[config.mk]
export PLATFORM = sky130hd
export DESIGN_NAME = if_stage_fq
export DESIGN_NICKNAME = d
export VERILOG_FILES = /design/src/rtl/if_stage_fq.sv
export SDC_FILE = /design/constraint.sdc
export NUM_CORES = 1
export LEC_CHECK = 0
export ABC_CLOCK_PERIOD_IN_PS = 8700
export BUFFER_PORTS_ARGS = -buffer_cell sky130_fd_sc_hd__buf_2
export CORE_AREA = 2 2 170 172
export CTS_BUF_LIST = sky130_fd_sc_hd__clkbuf_8
export DETAILED_ROUTE_END_ITERATION = 8
export DIE_AREA = 0 0 172 174
export HOLD_SLACK_MARGIN = 0.03
export PLACE_DENSITY = 0.87
export SKIP_CTS_REPAIR_TIMING = 1
export SLEW_MARGIN = 10
export SYNTH_ARGS = -nofsm -noshare
export SYNTH_HDL_FRONTEND = slang
export SYNTH_SLANG_ARGS = --single-unit
[constraint.sdc]
create_clock -name CLK -period 8.7 [get_ports CLK]
set_input_delay 1.74 -clock CLK [delete_from_list [all_inputs] [get_ports CLK]]
set_output_delay 1.74 -clock CLK [all_outputs]
set_load 0.03 [all_outputs]
[src/rtl/if_stage_fq.sv]
// Instruction-fetch stage with a decoupled prefetch FIFO feeding the IF/ID register.
// One memory request in flight at most; EX redirects discard queued and in-flight fetches.
module if_stage_fq #(
  parameter int unsigned          XLEN     = 32,
  parameter int unsigned          DEPTH    = 4,
  parameter logic [XLEN-1:0]      RESET_PC = '0
) (
  input  logic                      CLK,
  input  logic                      Clr,
  input  logic                      PCSrcE,
  input  logic [XLEN-1:0]           PCTargetE,
  input  logic                      StallD,
  input  logic                      FlushD,
  output logic                      ImemReq,
  output logic [XLEN-1:0]           ImemAddr,
  input  logic                      ImemGnt,
  input  logic                      ImemRvalid,
  input  logic [31:0]               ImemRdata,
  output logic [31:0]               InstrD,
  output logic [XLEN-1:0]           PCD,
  output logic [XLEN-1:0]           PCPlus4D,
  output logic                      ValidD,
  output logic [$clog2(DEPTH):0]    FqCount
);

  localparam int unsigned AW = $clog2(DEPTH);
  localparam int unsigned CW = AW + 1;
  localparam logic [31:0] NOP = 32'h0000_0013;

  logic [XLEN-1:0] pcf_q, pcf_d;
  logic [XLEN-1:0] ipc_q, ipc_d;
  logic            out_q, out_d;
  logic            drop_q, drop_d;
  logic [AW-1:0]   wptr_q, wptr_d;
  logic [AW-1:0]   rptr_q, rptr_d;
  logic [CW-1:0]   cnt_q, cnt_d;
  logic [XLEN-1:0] fpc_q [DEPTH];
  logic [31:0]     fins_q [DEPTH];

  logic [31:0]     instr_q, instr_d;
  logic [XLEN-1:0] pcd_q, pcd_d;
  logic [XLEN-1:0] pcp4_q, pcp4_d;
  logic            valid_q, valid_d;

  logic resp, push, pop, space, grant;

  assign resp  = out_q & ImemRvalid;
  assign push  = resp & ~drop_q & ~PCSrcE;
  // A response retiring this cycle frees the single slot, so a new grant can
  // overlap it; the occupancy check includes the entry that response pushes.
  assign space = (cnt_q + CW'(push)) < CW'(DEPTH);
  assign ImemReq  = ~PCSrcE & (~out_q | ImemRvalid) & space;
  assign ImemAddr = pcf_q;
  assign grant    = ImemReq & ImemGnt;
  assign pop      = ~PCSrcE & ~FlushD & ~StallD & (cnt_q != '0);

  always_comb begin
    pcf_d  = pcf_q;
    ipc_d  = ipc_q;
    out_d  = out_q;
    drop_d = drop_q;
    wptr_d = wptr_q + AW'(push);
    rptr_d = rptr_q + AW'(pop);
    cnt_d  = cnt_q + CW'(push) - CW'(pop);
    if (PCSrcE) begin
      pcf_d  = PCTargetE;
      wptr_d = '0;
      rptr_d = '0;
      cnt_d  = '0;
    end else if (grant) begin
      pcf_d = pcf_q + XLEN'(4);
      ipc_d = pcf_q;
    end
    if (grant) begin
      out_d = 1'b1;
    end else if (resp) begin
      out_d = 1'b0;
    end
    if (resp) begin
      drop_d = 1'b0;
    end else if (PCSrcE && out_q) begin
      drop_d = 1'b1;
    end
  end

  always_comb begin
    instr_d = instr_q;
    pcd_d   = pcd_q;
    pcp4_d  = pcp4_q;
    valid_d = valid_q;
    if (PCSrcE) begin
      valid_d = 1'b0;
      instr_d = NOP;
    end else if (FlushD) begin
      valid_d = 1'b0;
      instr_d = NOP;
      pcd_d   = '0;
      pcp4_d  = '0;
    end else if (!StallD) begin
      if (cnt_q != '0) begin
        valid_d = 1'b1;
        instr_d = fins_q[rptr_q];
        pcd_d   = fpc_q[rptr_q];
        pcp4_d  = fpc_q[rptr_q] + XLEN'(4);
      end else begin
        valid_d = 1'b0;
        instr_d = NOP;
      end
    end
  end

  always_ff @(posedge CLK or negedge Clr) begin
    if (!Clr) begin
      pcf_q   <= RESET_PC;
      ipc_q   <= '0;
      out_q   <= 1'b0;
      drop_q  <= 1'b0;
      wptr_q  <= '0;
      rptr_q  <= '0;
      cnt_q   <= '0;
      instr_q <= NOP;
      pcd_q   <= '0;
      pcp4_q  <= '0;
      valid_q <= 1'b0;
    end else begin
      pcf_q   <= pcf_d;
      ipc_q   <= ipc_d;
      out_q   <= out_d;
      drop_q  <= drop_d;
      wptr_q  <= wptr_d;
      rptr_q  <= rptr_d;
      cnt_q   <= cnt_d;
      instr_q <= instr_d;
      pcd_q   <= pcd_d;
      pcp4_q  <= pcp4_d;
      valid_q <= valid_d;
    end
  end

  always_ff @(posedge CLK) begin
    if (push) begin
      fpc_q[wptr_q]  <= ipc_q;
      fins_q[wptr_q] <= ImemRdata;
    end
  end

  assign InstrD   = instr_q;
  assign PCD      = pcd_q;
  assign PCPlus4D = pcp4_q;
  assign ValidD   = valid_q;
  assign FqCount  = cnt_q;

endmodule

==> metrics, run 1 <==
maximum clock path buffer count 3; post-detail-place hpwl 22000 um; CP Capture Type output pin; Setup TNS 0 ns; Mapped Area 16600 sq um; routed len/inst 20.6 um; FMAX 0.175 GHz; Worst EP arrival 3.97 ns; Post-synth EDFFs 256; chip height 174 um; commonest non-fill, non-tap cell in the layout edfxtp_1; Final nets 1361; Crit Path Category in -> out; register area share after synthesis 71.7%; vias in the first global route 10100; Fin. Hold Viols 0; Rows 62; final setup violation count 0; Pwr per Cell Area 221 nW/um^2; all-layer global routing usage 24.3%; dpl ws 3.01 ns; WL met3 3100 um; Design Power 0.00427 W; Hold Crit Class reg -> reg; status completed; cts bufs inserted 69; final core occ 68.3%; CP startpoint kind input port; routed vias/inst 5.86; Lkg Pwr 7.84 nW; area share of the largest cell type after synthesis 46.3%; first-pass GRT wire length 55600 um; Via Count 10100; I/O pin cnt 204; Port-buffer cells 203; post-synthesis cell count 1056; max-cap viol count 0; GPL Wtd Cong 0.838; Max IR drop VDD 0.111 mV; Yosys reg bits 424; worst rel slew slack 17.2%; ys async rst share 39.6%; DRT Wirelength 35400 um; final slew viol count 0; post-route ant nets 0; share of cells above drive strength 1 29.4%; P&R area growth vs syn 16.1%; Reg clk slew, reported paths 0.06 ns; Placed Area 17900 sq um; Final min period 5.71 ns; max layer used met4; syn avg cell area 15.7 sq um; Area contributors post-synth edfxtp_1 46%, dfrtp_1 25%, mux4_2 8.7%; crit path launch PCSrcE; CTS Root Cell clkbuf_8; largest net degree at the start of global routing 94; GRT overflow 0; die footprint 29900 sq um; DIE WIDTH 172 um; Critical Path RT 6.96 ns; H-Tree Depth 3; metal2 WL 16800 um; final instance area 19300 sq um; RSZ-0062 raised after global routing no; initial antenna violation count 1; clk sinks 424; starting density of the core 58.8%; Worst-Margin Slew 1.24 ns; 1st-pass router iterations 5; wl on met1 14900 um; CTS tree done; commonest cells after routing, fill and taps aside 256 x edfxtp_1, 202 x buf_2, 180 x nand2_1; CP max FO 46; worst-skew pair later-pin latency 0.59 ns; DRT iter0 DRCs 1022; final setup skew 0.0364 ns; final setup slack of the worst path 2.99 ns; Final Cycle Share 65.7%; synth warn 0; Top FF cell, synth edfxtp_1; # DRC 0; Core Region 28200 sq um; R2R Path Start out_q$_DFFE_PN0P_; Yosys top cell by area edfxtp_1; post-synthesis net count 1135; Netlist cell types 54; hold_sp ValidD$_DFFE_PN0P_
[where the power goes]
part / leakage (nW) / internal [W] / switching (W)
Sequential: 4.54 / 0.00224 / 0.0000936
Combinational: 2.51 / 0.0000944 / 0.000196
Clock: 0.794 / 0.000874 / 0.000767
Total: 7.84 / 0.00321 / 0.00106
[per-stage QoR]
stage | std cells | hold WS, ns
final | 1723 | 0.479
after global routing | 1723 | 0.514
after CTS | 1722 | 0.479
after detailed placement | 1595 | 0.464
after global placement | 1595 | 0.458
after floorplan | 1056 | 0.463
[state kept, by name (all words and copies together), names as in the netlist]
signal	cells
FqCount	3
ImemAddr	32
InstrD	32
PCD	32
PCPlus4D	30
ValidD	1
drop_q	1
fins_q	128
fpc_q	128
ipc_q	32
out_q	1
rptr_q	2
wptr_q	2
[critical path: stages]
cell     delay, ns
buf_2         0.65
nor3_1        0.28
ha_1          0.27
ha_1          0.18
xor2_1        0.17
nor3b_1       0.39
buf_2         0.28
[cells in the mapped netlist (all sizes together) (8+ instances only)]
| cell type | n |
|---|---|
| nor2 | 25 |
| nor3 | 10 |
| nand3 | 16 |
| and3 | 8 |
| ha | 8 |
| edfxtp | 256 |
| clkbuf | 36 |
| xor2 | 21 |
| a22o | 61 |
| o21ai | 56 |
| dfrtp | 165 |
| nand2 | 182 |
| inv | 10 |
| o311ai | 15 |
| nand4 | 23 |
| buf | 24 |
| xnor2 | 12 |
| mux4 | 64 |
[layer usage]
| layer | track usage, % | vias up |
|---|---|---|
| met3 | 4.76 | 47 |
| met2 | 37.6 | 497 |
| met4 | 7.35 | 0 |
| met5 | 0 | - |
| li1 | - | 4514 |
| met1 | 35.5 | 5034 |
[cell families after synthesis]
logic type | share of synthesized area (%)
flops | 71.7
simple gates | 7.96
compound gates | 7.24
buf+inv | 1.97
mux | 8.82
xor+xnor | 1.74
fa+ha+maj | 0.603
[worst paths after layout]
| kind | end | slack, ns | cells after the start |
|---|---|---|---|
| worst max-delay path | ImemReq | 2.99 | 7 |
| worst min-delay path | ValidD$_DFFE_PN0P_ | 0.48 | 2 |
| worst max register to register | ImemAddr[13]$_DFFE_PN0P_ | 4.86 | 10 |
| worst min register to register | ValidD$_DFFE_PN0P_ | 0.48 | 2 |
| max in group asynchronous | rptr_q[0]$_DFF_PN0_ | 5.82 | 2 |
| min in group asynchronous | InstrD[22]$_DFFE_PN0P_ | 1.24 | 1 |
[layout make-up]
type                            count  area, sq um
Antenna cell                        1         2.50
Clock buffer                       76         1050
Clock inverter                     51          289
Fill cell                        1911         8960
Inverter                           10         37.5
Multi-Input combinational cell    562         4410
Sequential cell                   424        11900
Tap cell                          384          480
Timing Repair Buffer              215         1110
Note: power is estimated with default switching activity, not from simulation.
==> run 2: changes to the inputs <==
ABC_CLOCK_PERIOD_IN_PS = 5490   (was 8700)
clock period = 5.49 ns   (was 8.7 ns; I/O delays follow)
==> metrics, run 2 (same netlist as run 1, synthesis figures left out) <==
CP Capture Type output pin; GRT overflow 0; Final nets 1365; Non-Filler Instances 1726; Max IR drop VDD 0.231 mV; FMAX 0.246 GHz; largest net degree at the start of global routing 97; CP max FO 6; Fin. Hold Viols 0; DRT Wirelength 36000 um; Core Region 28200 sq um; share of cells above drive strength 1 28.9%; GPL Wtd Cong 0.866; Power Internal 0.00500 W; Via Count 10200; Pwr per Cell Area 345 nW/um^2; Hold Crit Class reg -> reg; starting density of the core 58.8%; register share of total power 55.9%; initial antenna violation count 0; maximum clock path buffer count 3; DIE WIDTH 172 um; clock share of power 37.2%; Setup TNS 0 ns; post-route ant nets 0; vias in the first global route 10300; worst-skew pair later-pin latency 0.58 ns; CTS Root Cell clkbuf_8; Placed Area 18000 sq um; final slew viol count 0; Slowest cell on crit path nor3_1; chip height 174 um; Worst EP arrival 2.96 ns; final setup violation count 0; Crit Path Category in -> out; fillers 1922; FF+latch area 11900 sq um; Rows 62; commonest cells after routing, fill and taps aside 256 x edfxtp_1, 202 x buf_2, 180 x nand2_1; Lkg Pwr 7.84 nW; Critical Path RT 4.39 ns; clk sinks 424; post-detail-place hpwl 22800 um; cts bufs inserted 68; Final Cycle Share 74.0%; 1st-pass router iterations 5; antenna cell count 0; die footprint 29900 sq um; routed vias/inst 5.91; DRT iter0 DRCs 950; footprint of the multi-input gates 4410 sq um; final instance area 19200 sq um; final setup skew 0.0257 ns; switch share 24.6%; CP peak stage delay 0.49 ns; crit-path cells buf_2 -> nand2_1 -> nor3_1 -> ha_1 -> ha_1 -> xor2_1 -> nor3b_1 -> buf_2; Reg clk slew, reported paths 0.06 ns; first-pass GRT wire length 56900 um; Final min period 4.06 ns; status completed; P_sw 0.00163 W; commonest non-fill, non-tap cell in the layout edfxtp_1; RSZ-0062 raised after global routing no; Port-buffer cells 203; all-layer global routing usage 24.8%; CP startpoint kind input port; hold_ws 0.483 ns; combinational share of power 7.0%; routed len/inst 20.8 um; P&R area growth vs syn 15.9%; worst rel slew slack 24.7%; Worst-Margin Slew 1.13 ns; H-Tree Depth 3; I/O pin cnt 204; max-cap viol count 0; CTS tree done; Post-Place Cells 1600; Top Registers fins_q: 128 flops, fpc_q: 128 flops; # DRC 0
## run 2: changes by cell type in the layout (fill, tap and decap cells not counted), moves of 2 or more
cell      change
inv_1         +8
clkinv_2      -6
buf_4         +5
clkbuf_8      -2
clkinv_1      +2
inv_8         -2
## run 2: worst max-delay path, delay by kind of cell
kind	cells	cell delay (ns)
AND/OR/NAND/NOR	3	0.96
buffers and inverters	2	0.40
XOR/XNOR	1	0.09
adder cells (fa/ha/maj)	2	0.41
## run 2: power groups by stage
| stage | registers, W | logic, W | clock network, W |
|---|---|---|---|
| final | 0.00370 | 0.000462 | 0.00247 |
| after global routing | 0.00372 | 0.000507 | 0.00266 |
| after CTS | 0.00370 | 0.000465 | 0.00251 |
| after detailed placement | 0.00376 | 0.000462 | 0 |
| after global placement | 0.00375 | 0.000445 | 0 |
| after floorplan | 0.00380 | 0.000208 | 0 |
## run 2: cell type report
class | count | area share [%]
Clock buffer | 74 | 5.29
Clock inverter | 52 | 1.26
Inverter | 10 | 0.195
Multi-Input combinational cell | 562 | 22.9
Sequential cell | 424 | 61.8
Tap cell | 384 | 2.50
Timing Repair Buffer | 220 | 5.98
## run 2: routing by layer
| layer | part of all wire [%] | global-route usage (%) | vias to the layer above |
|---|---|---|---|
| met3 | 9.0 | 4.78 | 62 |
| met5 | 0 | 0 | - |
| li1 | - | - | 4521 |
| met2 | 48 | 39.0 | 515 |
| met4 | 1.8 | 7.35 | 0 |
| met1 | 41 | 36.0 | 5102 |
## run 2: metrics by stage
step / setup slack, ns / utilization [%] / total power, W
after global placement: 1.34 / 63.7 / 0.00419
after global routing: 1.26 / 68.1 / 0.00688
after detailed placement: 1.19 / 63.7 / 0.00422
after floorplan: 0.570 / - / 0.00400
final: 1.43 / 68.1 / 0.00663
after CTS: 1.43 / 68.1 / 0.00667
## run 2: worst paths after layout
path / from / endpoint / slack, ns / cells past startpoint
max reg2reg: out_q$_DFFE_PN0P_ / ImemAddr[27]$_DFFE_PN0P_ / 1.96 / 10
max in group asynchronous: Clr / ipc_q[24]$_DFFE_PN0P_ / 3.71 / 2
min reg2reg: PCPlus4D[31]$_DFFE_PN0P_ / PCPlus4D[31]$_DFFE_PN0P_ / 0.48 / 2
max: ImemRvalid / ImemReq / 1.43 / 8
min in group asynchronous: Clr / InstrD[28]$_DFFE_PN0P_ / 0.62 / 1
min: PCPlus4D[31]$_DFFE_PN0P_ / PCPlus4D[31]$_DFFE_PN0P_ / 0.48 / 2
==> run 3: changes to the inputs <==
ABC_CLOCK_PERIOD_IN_PS = 3800   (was 5490)
clock period = 3.8 ns   (was 5.49 ns; I/O delays follow)
==> metrics, run 3 (same netlist as run 1, synthesis figures left out) <==
clk sinks 424; reg2reg path depth 12; final setup skew 0.0315 ns; Worst EP arrival 2.55 ns; Via Count 10300; routed len/inst 20.8 um; DIE WIDTH 172 um; Crit Path Category reg -> out; RSZ-0062 raised after global routing no; Non-Filler Instances 1735; # DRC 0; die footprint 29900 sq um; Worst-Margin Slew 1.01 ns; CP startpoint kind register; DRT iter0 DRCs 1042; CTS tree done; largest net degree at the start of global routing 73; Final nets 1370; FF+latch area 11900 sq um; final setup violation count 0; crit-path cells nand2_1 -> nor3_1 -> buf_4 -> ha_1 -> ha_1 -> xor2_1 -> nor3b_1 -> buf_2; Critical Path RT 3.04 ns; vias in the first global route 10300; share of cells above drive strength 1 30.0%; commonest cells after routing, fill and taps aside 256 x edfxtp_1, 202 x buf_2, 180 x nand2_1; Core Region 28200 sq um; Hold Crit Class in -> async; critical path's most frequent cell ha_1; Lkg Pwr 7.90 nW; chip height 174 um; Fin. Hold Viols 0; P&R area growth vs syn 17.2%; CP max FO 6; DRT Wirelength 36100 um; routed vias/inst 5.92; 1st-pass router iterations 8; Placed Area 18100 sq um; FMAX 0.302 GHz; Top Registers fins_q: 128 flops, fpc_q: 128 flops; I/O pin cnt 204; Slowest cell on crit path nor3b_1; CTS Root Cell clkbuf_8; final setup slack of the worst path 0.492 ns; Design Power 0.00985 W; post-route ant nets 0; Rows 62; max-cap viol count 0; Max IR drop VDD 0.367 mV; final slew viol count 0; Setup TNS 0 ns; Pwr per Cell Area 506 nW/um^2; worst-skew pair later-pin latency 0.59 ns; maximum clock path buffer count 3; initial antenna violation count 3; CP peak stage delay 0.44 ns; commonest non-fill, non-tap cell in the layout edfxtp_1; all-layer global routing usage 24.4%; fillers 1839; cts bufs inserted 69; Reg clk slew, reported paths 0.06 ns; Post-Place Cells 1604; Final Cycle Share 87.1%; Port-buffer cells 203; GRT overflow 0; worst rel slew slack 32.2%; Final min period 3.31 ns; CP Capture Type output pin; first-pass GRT wire length 56100 um; starting density of the core 58.8%; GPL Wtd Cong 0.882; footprint of the multi-input gates 4410 sq um; post-detail-place hpwl 23200 um; dpl ws 0.358 ns; status completed; H-Tree Depth 3; final instance area 19500 sq um
-- run 3: changes by cell type in the layout (fill, tap and decap cells not counted), sizes merged --
cell,delta
bufinv,+1
clkinvlp,+1
buf,+4
clkbuf,+6
clkinv,+4
inv,-10
diode,+3
-- run 3: final timing paths --
check                                        start                       end  slack, ns
max                              out_q$_DFFE_PN0P_                   ImemReq       0.49
min reg2reg                PCPlus4D[4]$_DFFE_PN0P_   PCPlus4D[4]$_DFFE_PN0P_       0.48
min in group CLK                        ImemRvalid        drop_q$_DFFE_PN0P_       0.38
min                                            Clr    InstrD[16]$_DFFE_PN0P_       0.17
max reg2reg                      out_q$_DFFE_PN0P_  ImemAddr[31]$_DFFE_PN0P_       0.75
max in group asynchronous                      Clr     ipc_q[29]$_DFFE_PN0P_       2.71
-- run 3: worst max-delay path: cells and delay by family (launching register included) --
kind	cells	cell delay, ns
DFF	1	0.41
xor gates and xnor gates	1	0.17
buffers and inverters	2	0.44
adders and majority gates	2	0.40
and+or+nand+nor	3	0.55
-- run 3: area by class of cell --
class	instances	area share [%]
Clock buffer	80	5.66
Sequential cell	424	61.2
Multi-Input combinational cell	562	22.7
Inverter	10	0.193
Timing Repair Buffer	224	6.39
Tap cell	384	2.47
Antenna cell	3	0.0386
Clock inverter	48	1.42
-- run 3: per-layer routing --
| layer | part of all wire [%] | GRT usage, % | wire (um) |
|---|---|---|---|
| met4 | 2.5 | 9.35 | 909 |
| met2 | 49 | 38.6 | 17700 |
| met1 | 39 | 33.6 | 14200 |
| met3 | 9.1 | 5.60 | 3290 |
| met5 | 0 | 0 | 0 |
-- run 3: power by group --
part / internal [W] / switching, W / leakage [nW]
logic: 0.000223 / 0.000456 / 2.57
clock network: 0.00208 / 0.00175 / 0.790
registers: 0.00513 / 0.000213 / 4.54
-- run 3: stage by stage --
step	hold slack, ns	util, %
global placement	0.459	64.0
CTS	0.196	68.9
finish	0.168	68.9
global route	0.211	68.9
floorplan	0.463	-
detailed placement	0.467	64.0
